**src/rtl/piezo_sched.sv**
```systemverilog
// +--------------------------------------------------------------------------+
// | piezo_sched : priority/alternating alarm scheduler for the piezo player  |
// | rev 1.0                                                                  |
// +--------------------------------------------------------------------------+
`default_nettype none

module piezo_sched #(
  parameter int TICK_CYC  = 50000,
  parameter int NORM_GAP  = 3000,
  parameter int BATT_GAP  = 500,
  parameter int OVR_GAP   = 0,
  parameter int TMO_TICKS = 4000
) (
  input  logic       clk,
  input  logic       rst_n,
  input  logic       norm_mode,
  input  logic       batt_low,
  input  logic       ovr_spd,
  input  logic       tone_done,
  output logic       tone_go,
  output logic [1:0] tone_sel,
  output logic       tone_abort
);

  localparam int PW = (TICK_CYC > 1) ? $clog2(TICK_CYC) : 1;
  localparam int TW = (TMO_TICKS > 0) ? $clog2(TMO_TICKS + 1) : 1;

  localparam logic [PW-1:0] C_PRESC_LAST = PW'(TICK_CYC - 1);
  localparam logic [TW-1:0] C_TMO        = TW'(TMO_TICKS);
  localparam logic [11:0]   C_NORM_GAP   = 12'(NORM_GAP);
  localparam logic [11:0]   C_BATT_GAP   = 12'(BATT_GAP);
  localparam logic [11:0]   C_OVR_GAP    = 12'(OVR_GAP);

  localparam logic [1:0] C_SEL_NONE = 2'b00;
  localparam logic [1:0] C_SEL_NORM = 2'b01;
  localparam logic [1:0] C_SEL_BATT = 2'b10;
  localparam logic [1:0] C_SEL_OVR  = 2'b11;

  typedef enum logic [0:0] {
    ST_IDLE = 1'b0,
    ST_PLAY = 1'b1
  } state_t;

  state_t        state_q, state_d;
  logic [PW-1:0] presc_q, presc_d;
  logic [TW-1:0] tmo_q, tmo_d;
  logic [11:0]   hold_norm_q, hold_norm_d;
  logic [11:0]   hold_batt_q, hold_batt_d;
  logic [11:0]   hold_ovr_q, hold_ovr_d;
  logic          last_ovr_q, last_ovr_d;
  logic          go_q, go_d;
  logic          abort_q, abort_d;
  logic [1:0]    sel_q, sel_d;

  logic          tick;
  logic          elig_norm, elig_batt, elig_ovr;
  logic [1:0]    winner;
  logic          end_tune;

  always_comb begin
    tick    = (presc_q == C_PRESC_LAST);
    presc_d = tick ? '0 : presc_q + 1'b1;

    elig_norm = norm_mode && (hold_norm_q == 12'd0);
    elig_batt = batt_low  && (hold_batt_q == 12'd0);
    elig_ovr  = ovr_spd   && (hold_ovr_q  == 12'd0);

    // last_ovr_q set means ovr played most recently, so batt gets the next turn
    if (elig_ovr && elig_batt) winner = last_ovr_q ? C_SEL_BATT : C_SEL_OVR;
    else if (elig_ovr)         winner = C_SEL_OVR;
    else if (elig_batt)        winner = C_SEL_BATT;
    else if (elig_norm)        winner = C_SEL_NORM;
    else                       winner = C_SEL_NONE;
  end

  always_comb begin
    state_d     = state_q;
    sel_d       = sel_q;
    go_d        = 1'b0;
    abort_d     = 1'b0;
    tmo_d       = tmo_q;
    last_ovr_d  = last_ovr_q;
    end_tune    = 1'b0;
    hold_norm_d = (tick && hold_norm_q != 12'd0) ? hold_norm_q - 12'd1 : hold_norm_q;
    hold_batt_d = (tick && hold_batt_q != 12'd0) ? hold_batt_q - 12'd1 : hold_batt_q;
    hold_ovr_d  = (tick && hold_ovr_q  != 12'd0) ? hold_ovr_q  - 12'd1 : hold_ovr_q;

    case (state_q)
      ST_IDLE: begin
        sel_d = C_SEL_NONE;
        if (winner != C_SEL_NONE) begin
          state_d = ST_PLAY;
          sel_d   = winner;
          go_d    = 1'b1;
          tmo_d   = '0;
        end
      end
      ST_PLAY: begin
        if (tick) tmo_d = tmo_q + 1'b1;
        // a done coincident with our own start pulse belongs to a previous tune
        if (tone_done && !go_q) begin
          end_tune = 1'b1;
        end else if (tmo_q >= C_TMO) begin
          end_tune = 1'b1;
          abort_d  = 1'b1;
        end
        if (end_tune) begin
          state_d = ST_IDLE;
          sel_d   = C_SEL_NONE;
          case (sel_q)
            C_SEL_NORM: hold_norm_d = C_NORM_GAP;
            C_SEL_BATT: begin
              hold_batt_d = C_BATT_GAP;
              last_ovr_d  = 1'b0;
            end
            C_SEL_OVR: begin
              hold_ovr_d = C_OVR_GAP;
              last_ovr_d = 1'b1;
            end
            default: ;
          endcase
        end
      end
      default: begin
        state_d = ST_IDLE;
        sel_d   = C_SEL_NONE;
      end
    endcase
  end

  always_ff @(posedge clk or negedge rst_n) begin
    if (!rst_n) begin
      state_q     <= ST_IDLE;
      presc_q     <= '0;
      tmo_q       <= '0;
      hold_norm_q <= 12'd0;
      hold_batt_q <= 12'd0;
      hold_ovr_q  <= 12'd0;
      last_ovr_q  <= 1'b0;
      go_q        <= 1'b0;
      abort_q     <= 1'b0;
      sel_q       <= C_SEL_NONE;
    end else begin
      state_q     <= state_d;
      presc_q     <= presc_d;
      tmo_q       <= tmo_d;
      hold_norm_q <= hold_norm_d;
      hold_batt_q <= hold_batt_d;
      hold_ovr_q  <= hold_ovr_d;
      last_ovr_q  <= last_ovr_d;
      go_q        <= go_d;
      abort_q     <= abort_d;
      sel_q       <= sel_d;
    end
  end

  assign tone_go    = go_q;
  assign tone_sel   = sel_q;
  assign tone_abort = abort_q;

endmodule

`default_nettype wire

```
**config.mk**
```make
export PLATFORM = sky130hd
export DESIGN_NAME = piezo_sched
export DESIGN_NICKNAME = d
export VERILOG_FILES = /design/src/rtl/piezo_sched.sv
export SDC_FILE = /design/constraint.sdc
export NUM_CORES = 1
export LEC_CHECK = 0
export BUFFER_PORTS_ARGS = -buffer_cell sky130_fd_sc_hd__buf_4
export CAP_MARGIN = 10
export CORE_ASPECT_RATIO = 0.9
export CORE_UTILIZATION = 40
export CTS_BUF_LIST = sky130_fd_sc_hd__clkbuf_4 sky130_fd_sc_hd__clkbuf_8 sky130_fd_sc_hd__clkbuf_16
export CTS_CLUSTER_SIZE = 28
export DETAILED_ROUTE_END_ITERATION = 8
export SLEW_MARGIN = 20
export SYNTH_ARGS = -nofsm -noshare
export SYNTH_HDL_FRONTEND = slang
export SYNTH_SLANG_ARGS = --single-unit
```
**constraint.sdc**
```tcl
create_clock -name clk -period 3 [get_ports clk]
set_input_delay 0.6 -clock clk [delete_from_list [all_inputs] [get_ports clk]]
set_output_delay 0.6 -clock clk [all_outputs]
set_load 0.02 [all_outputs]
```
Yosys cells after proc, flatten, opt, wreduce, memory -nomap -nowiden
Index checks and enable logic that the tools add are counted.

cells by class
  reduce and logical (&&, ||, !) cells = 19
  equal/unequal tests = 7
  mux-type cells = 34
  add/subtract/negate cells = 5
  bitwise gates (word level) = 1
  $lt $le $gt $ge = 1

operators by type and width
  cell                   number
  $mux 12                14
  $logic_not 12->1       3
  $reduce_bool 12->1     3
  $sub 12x1->12 const B  3
  $pmux 12 s2            1
  $add 16x1->16 const B  1
  $eq 16x16->1 const B   1
  $mux 16                1
  $add 12x1->12 const B  1
  $ge 12x12->1 const B   1
  $mux 1                 10
  $mux 2                 5
  $logic_and 1x1->1      8
  $eq 2x2->1 const B     2
  $ne 2x1->1 const B     2
  $pmux 1 s2             2
  $pmux 2 s2             1
  $reduce_bool 2->1      2
  $reduce_and 3->1       1
  $eq 2x1->1 const B     1
  $ne 2x2->1 const B     1
  $reduce_and 2->1       1
  $logic_not 1->1        1
  $not 1->1              1

storage, ports and cells
  output and inout bits = 4
  flip-flop bits (word level) = 70
  word-level logic and storage cells = 77

Depth between registers and ports, before layout
Gate-level depths: netlist of run 1.

  depth after elaboration = 9
  mapped depth = 8
  mapped depth without buffers = 7

Worst setup path before layout of run 1
OpenSTA, ideal clock, no wires.

  path kind = register to register
  start point = register presc_q[10]
  end point = register hold_ovr_q[9]
  arrival = 2.183 ns
  path slack = 0.739 ns
  clock period less this slack = 2.261 ns
  required time = 2.922 ns
  cell stages (with the launch flop) = 6
  setup time = 0.078 ns
  cell sequence = dfrtp_1 -> or4_4 -> nor4_4 -> nand4_4 -> or4b_1 -> a21oi_1

on the way
  longest elaborated chain between the ends = 6

RTL lines
  element                 RTL line  text
  from (decl)             45        logic [PW-1:0] presc_q, presc_d;
  from (signal assigned)  145       presc_q <= presc_d;
  $eq 16x16->1 (*)        61        tick = (presc_q == C_PRESC_LAST);
  $logic_and 1x1->1 (*)   86        hold_ovr_d = (tick && hold_ovr_q != 12'd0) ? hold_ovr_q - 12'd1 : hold_ovr_q;
  $mux 12 (*)             86
  $mux 12                 110       case (sel_q)
  $mux 12                 107       if (end_tune) begin
  $mux 12 (*)             88        case (state_q)
  net hold_ovr_d[9]       49        logic [11:0] hold_ovr_q, hold_ovr_d;
  to (signal assigned)    149       hold_ovr_q <= hold_ovr_d;
  to (decl)               49

The timed path passes the listed nets; every way through them passes the cells marked *.
A chain may end at the register's enable or synchronous reset.

Worst setup path in the final report of run 1
  start point = register hold_batt_q[0]
  end point = register tmo_q[11]

on the way
  longest elaborated chain between the ends = 8
  elaborated cells between the ends (all ways) = 9
  classes of those cells = eq/ne: 1; mux: 3; reduce/logical: 5

RTL lines
  element                         RTL line  text
  from (decl)                     48        logic [11:0] hold_batt_q, hold_batt_d;
  from (signal assigned)          148       hold_batt_q <= hold_batt_d;
  $logic_not 12->1 (*)            65        elig_batt = batt_low && (hold_batt_q == 12'd0);
  $logic_and 1x1->1 (*)           65
  $mux 2                          71        else if (elig_batt) winner = C_SEL_BATT;
  $mux 2                          70        else if (elig_ovr) winner = C_SEL_OVR;
  $mux 2 (*)                      69        if (elig_ovr && elig_batt) winner = last_ovr_q ? C_SEL_BATT : C_SEL_OVR;
  $reduce_bool 2->1 (*)           91        if (winner != C_SEL_NONE) begin
  $ne 2x2->1 (no line) (*)        -
  $reduce_and 2->1 (no line) (*)  -
  to (signal assigned)            146       tmo_q <= tmo_d;
  to (decl)                       46        logic [TW-1:0] tmo_q, tmo_d;

Mark *: on every way between the ends. The rest lies on a longest branch, timed or not.

==> metrics, run 1 <==
DIE AREA 0.00958 sq mm; # hold bufs at CTS 0; fin crit period roughly 2.5 ns; DR vias 2808; DP Area 0.00390 sq mm; r2r setup slk 0.52 ns; initial antenna violation count 0; Final Skew ~0.0096 ns; max_slew headroom around a third; initial core utilization between 40% and 50%; Clk pwr share 46.5%; Port-buffer cells 9; fin worst setup slack about 0.52 ns; critical path class flip-flop to flip-flop; placement row count 32; Net Sw Frac 21.6%; 1st-pass router iterations 4; syn avg cell area 9.86 sq um; post-layout instance area approximately 0.004 sq mm; CP max FO 8; simple logic cell fraction of the synthesized area 28.2%; multiplexer share of the synthesized area 0.306%; syn nets 388; internal power 1.42 mW; power after layout 1.81 mW; Core ar. 0.00873 sq mm; Worst R2R End tmo_q[11]$_DFFE_PN0P_; compound-cell area share of the yosys netlist 10.6%; PostCTS Resize Cnt 0; largest family of logic cells by synthesized area simple AND/OR/NAND/NOR gates; Antenna Violating Nets Remaining 0; n_diodes 0; asr flop ratio synth 100%; Post-synth top flop dfrtp_1; area delta synth->final 12.1%; clk slew on worst S/H paths 0.08 ns; CTS tree yes; RePlAce Congestion 0.764; hold_ws 0.372 ns; Startpoint Class flip-flop; reg2reg path depth 8; Via density 5.45; cts bufs inserted 9; max-slew violations 0; DIE WIDTH slightly above 100 um; Clock Latency Late Sink 0.35 ns; IO Pins 10; Num Clock Sinks 70; first-pass GRT wire length 12.8 mm; Global Route Usage Sum 17.5%; worst slew pin tran between 0.9 and 1 ns; R2R Path Start hold_batt_q[0]$_DFF_PN0_; Max Freq 0.403 GHz; largest net degree at the start of global routing ~70; # Post-CTS Setup Buffers 0; Max IR drop VDD 0.000224 V; Worst Hold Class primary input to async pin; Detail Placement HPWL just over 5 mm; Synth Area in XOR/XNOR 7.62%; FF+latch count, synth 70; layout cells sized above 1 11.4%; Max Cap Violations 0; Inst Count DP 499; clk root buf clkbuf_8; dpl ws roughly 0.47 ns; total gr overflow 0; Fin. Hold Viols 0; critical path arrival ~2.8 ns; sw power 0.390 mW; Fin Setup TNS 0 ns; vias in the first global route approximately 2.7k; Pwr per Cell Area between 400 and 500 mW/mm^2; post-layout util 47.2%; H-tree depth 3; Detailed Route WL 7.37 mm; DRC violations left 0; fin cells 515; fillers 858; Post-Synth Adder-Cell Area 3.06%; Initial DRC Count 114; Die Height 93.0 um; RSZ-0062 raised after global routing no; Longest Clk Path Bufs 2; fin crit share 82.8%; Post-synth EDFFs 0; sequential area share after synthesis 47.6%; Yosys cell types 54; post-DR wirelength/cell between 10 and 15 um; Worst setup EP type flip-flop; YS warnings 0; static leakage around 1.6 nW; Comb power frac under 10%; share of power burned in registers ~52%; # setup viols final 0; Final nets roughly 410; synthesized area ~0.0037 sq mm; outcome completed; Worst Path Required between 3 and 4 ns; Synth Instances 373
worst max-delay path, stage by stage (launching register included):
cell and delay (ns):
dfrtp_1 0.37, inv_1 0.09, ha_1 0.19, nor4b_1 0.15, and4_1 0.27, nor4_1 0.82
buf_4 0.28, o31ai_1 0.08, a21oi_1 0.16
layout make-up:
cell class	instances	area [sq um]	area share [%]
Timing Repair Buffer	16	120	2.91
Sequential cell	70	1750	42.5
Multi-Input combinational cell	281	1830	44.4
Tap cell	119	149	3.61
Clock inverter	7	97.6	2.37
Clock buffer	9	124	3.01
Inverter	13	48.8	1.18
kinds of logic after synthesis:
kind of cell    count (synthesis)
compound gates                 62
xor+xnor                       32
fa+ha+maj                       9
buf+inv                        22
flops                          70
mux                             1
simple gates                  177
power groups by stage:
stage | clock network (mW) | logic (mW) | registers, mW
after floorplan | 0 | 0.00117 | 0.962
after detailed placement | 0 | 0.0261 | 0.961
final | 0.841 | 0.0243 | 0.943
after global placement | 0 | 0.0266 | 0.961
after CTS | 0.871 | 0.0262 | 0.943
after global routing | 0.906 | 0.0292 | 0.943
cells in the mapped netlist, drive strengths merged, types with 4 or more instances:
cell / n / area share, %
dfrtp: 70 / 48
inv: 13 / 1.3
nor3: 12 / 1.6
nand2: 26 / 2.7
xor2: 23 / 5.5
o21ai: 21 / 2.9
clkbuf: 6 / 0.61
nor2b: 4 / 0.68
o31ai: 7 / 1.4
ha: 9 / 3.1
nand3: 26 / 3.5
nand4: 14 / 3.1
xnor2: 9 / 2.1
o41ai: 5 / 1.2
or4: 9 / 2.0
nor4: 9 / 2.1
nand2b: 4 / 0.68
nor2: 34 / 3.5
a21oi: 17 / 2.3
or3: 13 / 2.2
sequential cells by signal (all words and copies together), names as in the netlist:
register	cells
hold_batt_q	12
presc_q	16
last_ovr_q	1
tone_sel	2
hold_norm_q	12
state_q	1
hold_ovr_q	12
tmo_q	12
tone_abort	1
tone_go	1
worst max-delay path by stage:
stage	from	end	slack, ns	cells past startpoint
2_1_floorplan	presc_q[10]$_DFF_PN0_	hold_ovr_q[9]$_DFF_PN0_	0.74	5
3_3_place_gp	ovr_spd	tmo_q[11]$_DFFE_PN0P_	0.54	6
3_5_place_dp	ovr_spd	tmo_q[11]$_DFFE_PN0P_	0.47	6
4_1_cts	hold_ovr_q[6]$_DFF_PN0_	tmo_q[11]$_DFFE_PN0P_	0.51	5
5_1_grt	hold_batt_q[0]$_DFF_PN0_	tmo_q[11]$_DFFE_PN0P_	0.25	8
6_report	hold_batt_q[0]$_DFF_PN0_	tmo_q[11]$_DFFE_PN0P_	0.52	8
layout by cell type, fill, tap and decap left out, drive strengths merged, types with 3 or more instances in the layout:
| cell type | synthesis | final |
|---|---|---|
| nand3 | 26 | 26 |
| xnor2 | 9 | 9 |
| o41ai | 5 | 5 |
| clkbuf | 6 | 9 |
| nor2b | 4 | 4 |
| and3 | 3 | 3 |
| or3 | 13 | 13 |
| nor4b | 3 | 3 |
| nor3 | 12 | 12 |
| nand4 | 14 | 14 |
| or4 | 9 | 9 |
| and4 | 3 | 3 |
| o21ai | 21 | 21 |
| dfrtp | 70 | 70 |
| ha | 9 | 9 |
| nor4 | 9 | 9 |
| inv | 13 | 14 |
| nand2b | 4 | 4 |
| or3b | 3 | 3 |
| buf | 3 | 16 |
| a21oi | 17 | 17 |
| o31ai | 7 | 7 |
| nor2 | 34 | 34 |
| nand2 | 26 | 26 |
| xor2 | 23 | 23 |
metal layers:
metal / vias up / part of all wire, % / track usage [%]
li1: 1408 / - / -
met1: 1360 / 52 / 25.6
met2: 32 / 43 / 25.1
met3: 8 / 3.9 / 5.13
met4: 0 / 1.1 / 4.58
met5: - / 0 / 0
Power figures use the tool's default switching activity.
==> run 2, diff against run 1 <==
==> constraint.sdc (replaced) <==
create_clock -name clk -period 2.4 [get_ports clk]
set_input_delay 0.48 -clock clk [delete_from_list [all_inputs] [get_ports clk]]
set_output_delay 0.48 -clock clk [all_outputs]
set_load 0.02 [all_outputs]
==> metrics, run 2 (same netlist as run 1, synthesis figures left out) <==
fin crit period 2.26 ns (-0.223 ns); initial antenna violation count 0 (unchanged); Via density 5.35 (-1.9%); Global Route Usage Sum 18.4% (+0.93 points); Worst Hold Class primary input to async pin; Cell Chain, Critical Path or4_4 > nor4_4 > nor4_2 > or4_1 > a21oi_1; placement row count 32 (unchanged); worst slew pin tran 0.679 ns (-0.294 ns); vias in the first global route 2803 (+5.1%); Worst Path Required 2.67 ns (-0.60 ns); IO Pins 10 (unchanged); layout cells sized above 1 18.1% (+6.8 points); DR vias 2911 (+3.7%); CTS tree yes; RSZ-0062 raised after global routing yes; DIE AREA 0.00958 sq mm (unchanged); Detailed Route WL 7.73 mm (+4.9%); CP peak stage delay 0.59 ns (-0.23 ns); largest net degree at the start of global routing 41 (-42%); CP max-delay cell or4_4; Num Clock Sinks 70 (unchanged); CP max FO 8 (unchanged); Startpoint Class flip-flop; power after layout 2.06 mW (+14%); total gr overflow 0 (unchanged); static leakage 1.73 nW (+8.7%); CP top delay family simple AND/OR/NAND/NOR gates; Final Skew 0.00883 ns (-0.000801 ns); most common cell after layout, fill and taps aside dfrtp_1; clk slew on worst S/H paths 0.08 ns (about the same); most flop-heavy register presc_q; fillers 835 (-2.7%); cts bufs inserted 9 (unchanged); max_slew headroom 54.4% (+20 points); area delta synth->final 17.9%; 1st-pass router iterations 4 (unchanged); multi-input logic area 0.00186 sq mm (+1.8%); FF/Latch Area 0.00175 sq mm (unchanged); worst path buffer plus inverter count 0 (-2); Fin. Hold Viols 0 (unchanged); Clock Latency Late Sink 0.34 ns (about the same); Max Cap Violations 0 (unchanged); first-pass GRT wire length 13.6 mm (+5.8%); Antenna Violating Nets Remaining 0 (unchanged); initial core utilization 42.1% (unchanged); n_diodes 0 (unchanged); Die Height 93.0 um (unchanged); # hold bufs at CTS 0 (unchanged); Detail Placement HPWL 5.62 mm (+9.2%); max-slew violations 0 (unchanged); critical path class flip-flop to flip-flop; Max IR drop VDD 0.000235 V (+5.1%); Final nets 435 (+7.1%); DIE WIDTH 103 um (unchanged); clk root buf clkbuf_8; fin crit share 94.2% (+11 points); RePlAce Congestion 0.818 (+7.1%); critical path arrival 2.53 ns (-0.22 ns); Largest register FFs 16 (unchanged); post-DR wirelength/cell 14.2 um (-0.69%); Longest Clk Path Bufs 2 (unchanged); Port-buffer cells 9 (unchanged); Initial DRC Count 170 (+49%); DRC violations left 0 (unchanged); Worst setup EP type flip-flop; most frequent cells in the layout dfrtp_1 (70), buf_4 (43), nor2_1 (34), nand3_1 (26), nand2_1 (26); Fin Setup TNS 0 ns (unchanged); Pwr per Cell Area 476 mW/mm^2 (+8.5%); Max Freq 0.442 GHz (+9.9%); # setup viols final 0 (unchanged); H-tree depth 3 (unchanged); Core ar. 0.00873 sq mm (unchanged); outcome completed
==> run 2: changes by cell type in the layout (fill, tap and decap cells not counted), sizes merged <==
cell and delta:
buf +29, clkinv +1, clkinvlp +1, bufinv -2
inv -1, clkbuf +1
==> run 2: cell type report <==
| cell class | count | share of cell area, % |
|---|---|---|
| clock buffer | 10 | 3.18 |
| clock inverter | 6 | 0.866 |
| inverter | 13 | 1.13 |
| multi-input combinational | 281 | 43.0 |
| sequential | 70 | 40.4 |
| tap | 119 | 3.44 |
| timing repair buffer | 45 | 7.97 |
==> run 2: per-stage QoR <==
stage	std cells	instance area (sq um)	setup slack, ns	util [%]	hold WS (ns)
after floorplan	373	3680	0.139	-	0.184
after global placement	528	4120	0.0377	47.2	0.451
after detailed placement	528	4120	0.000873	47.2	0.456
after CTS	544	4300	0.0300	49.3	0.137
after global routing	544	4330	-0.0105	49.7	0.144
final	544	4330	0.139	49.7	0.116
==> run 2: worst reg2reg max path: stages (launching register included) <==
cell and delay, ns:
dfrtp_1 0.42, or4_4 0.59, nor4_4 0.35, nor4_2 0.14, or4_1 0.52, a21oi_1 0.16
==> run 2: final timing paths <==
check	start	end	slack, ns	cells after the start
min reg2reg	presc_q[0]$_DFF_PN0_	presc_q[0]$_DFF_PN0_	0.46	1
max	hold_ovr_q[7]$_DFF_PN0_	tmo_q[9]$_DFFE_PN0P_	0.14	5
max reg2reg	hold_ovr_q[7]$_DFF_PN0_	tmo_q[9]$_DFFE_PN0P_	0.14	5
max in group asynchronous	rst_n	hold_norm_q[1]$_DFF_PN0_	1.70	2
min in group clk	presc_q[0]$_DFF_PN0_	presc_q[0]$_DFF_PN0_	0.46	1
min	rst_n	hold_norm_q[8]$_DFF_PN0_	0.12	1
==> run 2: layer usage <==
layer	share of wire, %	global-route usage, %	wire length, um	up-vias
met2	43	26.2	3310	23
met1	55	27.9	4220	1417
li1	-	-	-	1466
met5	0	0	0	-
met4	0.76	4.93	59	0
met3	1.9	4.08	145	5
==> run 2: repair_timing <==
action / CTS / global route
gates resized for setup: 1 / 6
pin swaps: 0 / 1
setup endpoints to repair: 3 / 11
gates cloned: 0 / 0
setup buffers: 0 / 0
==> run 2: power breakdown <==
part / internal, mW / switching [mW] / total (mW)
registers: 1.18 / 0 / 1.18
logic: 0.00923 / 0.0267 / 0.0359
clock network: 0.397 / 0.451 / 0.848
==> run 3, diff against run 2 <==
--- a/config.mk
+++ b/config.mk
@@ -8,10 +8,11 @@
 export BUFFER_PORTS_ARGS = -buffer_cell sky130_fd_sc_hd__buf_4
 export CAP_MARGIN = 10
 export CORE_ASPECT_RATIO = 0.9
-export CORE_UTILIZATION = 40
+export CORE_UTILIZATION = 62
 export CTS_BUF_LIST = sky130_fd_sc_hd__clkbuf_4 sky130_fd_sc_hd__clkbuf_8 sky130_fd_sc_hd__clkbuf_16
 export CTS_CLUSTER_SIZE = 28
 export DETAILED_ROUTE_END_ITERATION = 8
+export PLACE_DENSITY = 0.79
 export SLEW_MARGIN = 20
 export SYNTH_ARGS = -nofsm -noshare
 export SYNTH_HDL_FRONTEND = slang
==> metrics, run 3 (same netlist as run 1, synthesis figures left out) <==
outcome completed; Die Height 75.1 um (-19%); max_slew headroom 61.7% (+7.3 points); post-DR wirelength/cell 16.9 um (+19%); layout cells sized above 1 19.6% (+1.5 points); Largest register FFs 16 (unchanged); # hold bufs at CTS 0 (unchanged); n_diodes 0 (unchanged); 1st-pass router iterations 4 (unchanged); fin cells 489 (-10%); Final Skew 0.00940 ns (+0.000570 ns); worst slew pin tran 0.571 ns (-0.108 ns); vias in the first global route 2610 (-6.9%); most common cell after layout, fill and taps aside dfrtp_1; clk root buf clkbuf_8; first-pass GRT wire length 12.4 mm (-8.6%); DIE WIDTH 83.2 um (-19%); clk slew on worst S/H paths 0.07 ns (about the same); Pwr per Cell Area 529 mW/mm^2 (+11%); Worst Setup SP presc_q[11]$_DFF_PN0_; Initial DRC Count 161 (-5.3%); cts bufs inserted 9 (unchanged); Detailed Route WL 8.26 mm (+6.8%); Worst R2R End hold_ovr_q[9]$_DFF_PN0_; Longest Clk Path Bufs 2 (unchanged); Fin. Hold Viols 0 (unchanged); Clock Latency Late Sink 0.35 ns (about the same); Inst Count DP 465 (-12%); static leakage 1.77 nW (+2.3%); Final nets 429 (-1.4%); placement row count 26 (-19%); post-layout instance area 0.00439 sq mm (+1.4%); R2R Path Start presc_q[11]$_DFF_PN0_; DRC violations left 0 (unchanged); RePlAce Congestion 0.839 (+2.5%); area delta synth->final 19.5%; initial core utilization 64.6% (+22 points); most frequent cells in the layout dfrtp_1 (69), buf_4 (35), nor2_1 (34), nand2_1 (26); fin crit share 99.1% (+4.9 points); # setup viols final 0 (unchanged); DP Area 0.00398 sq mm (-3.4%); critical path arrival 2.66 ns (+0.13 ns); Core ar. 0.00569 sq mm (-35%); H-tree depth 3 (unchanged); RSZ-0062 raised after global routing yes; Antenna Violating Nets Remaining 0 (unchanged); Detail Placement HPWL 5.23 mm (-7.0%); Max Freq 0.420 GHz (-5.0%); Worst setup EP type flip-flop; Worst Hold Class primary input to async pin; CTS tree yes; IO Pins 10 (unchanged); Via density 6.14 (+15%); DIE AREA 0.00624 sq mm (-35%); Fin Setup TNS 0 ns (unchanged); Max IR drop VDD 0.000463 V (+97%); most flop-heavy register presc_q; r2r setup slk 0.02 ns (-0.12 ns); reg2reg path depth 6 (+1); total gr overflow 0 (unchanged); Global Route Usage Sum 26.0% (+7.6 points); Port-buffer cells 9 (unchanged); Startpoint Class flip-flop; Worst Path Required 2.68 ns (about the same); Max Cap Violations 0 (unchanged); Num Clock Sinks 70 (unchanged); power after layout 2.33 mW (+13%); max-slew violations 0 (unchanged); largest net degree at the start of global routing 71 (+73%); CP max FO 7 (-1); fin crit period 2.38 ns (+0.118 ns); initial antenna violation count 0 (unchanged); critical path class flip-flop to flip-flop; DR vias 3004 (+3.2%)
## run 3: cell types whose count changed in the layout (fill, tap and decap cells not counted), moves of 3 or more
cell | previous run | this run
buf_4 | 43 | 35
clkinvlp_4 | 3 | 0
nand3_1 | 26 | 23
nand3_2 | 0 | 3
## run 3: stage by stage
step	setup slack, ns	util [%]	hold WS (ns)
after global placement	0.0957	69.8	0.444
after floorplan	0.139	-	0.184
after detailed placement	0.000874	69.8	0.452
after CTS	0.0322	74.6	0.124
after global routing	-0.0663	77.2	0.133
final	0.0208	77.2	0.106
## run 3: metal layers
metal / vias up / wire length, um / track usage (%)
met1: 1473 / 3970 / 35.4
li1: 1447 / - / -
met4: 0 / 152 / 7.85
met5: - / 0 / 0
met3: 17 / 343 / 8.44
met2: 67 / 3790 / 40.4
## run 3: area by class of cell
cell class              instances  area (sq um)
clock buffers                  13           173
inverters                      13          48.8
fillers                       375          1300
repair buffers                 39           350
flip-flops and latches         70          1750
multi-input cells             281          1920
clock inverters                 3          65.1
well taps                      70          87.6
## run 3: repair_timing
item | 4_1_cts | 5_1_grt
setup buffers | 0 | 7
resized for setup | 0 | 21
pin swaps | 1 | 7
setup endpoints to repair | 1 | 9
cloned | 1 | 0
## run 3: how the worst max path moves through the flow
stage | to | slack (ns) | cells past startpoint
4_1_cts | tmo_q[9]$_DFFE_PN0P_ | 0.03 | 6
2_1_floorplan | hold_ovr_q[9]$_DFF_PN0_ | 0.14 | 5
3_5_place_dp | hold_ovr_q[9]$_DFF_PN0_ | 0.0009 | 6
5_1_grt | hold_ovr_q[5]$_DFF_PN0_ | -0.07 | 8
6_report | hold_ovr_q[9]$_DFF_PN0_ | 0.02 | 6
3_3_place_gp | hold_ovr_q[9]$_DFF_PN0_ | 0.1 | 6
## run 3: power by group
group          internal (mW)  switching, mW  leakage (nW)
logic                0.00946         0.0247         0.897
clock network          0.680          0.432         0.123
registers               1.18              0         0.753
total                   1.87          0.456          1.77
## run 3: critical path, stage by stage (launching register included)
cell,delay (ns)
dfrtp_1,0.39
or4_4,0.56
nor4_4,0.41
buf_12,0.19
nand4_4,0.12
or4b_4,0.52
a21oi_2,0.12
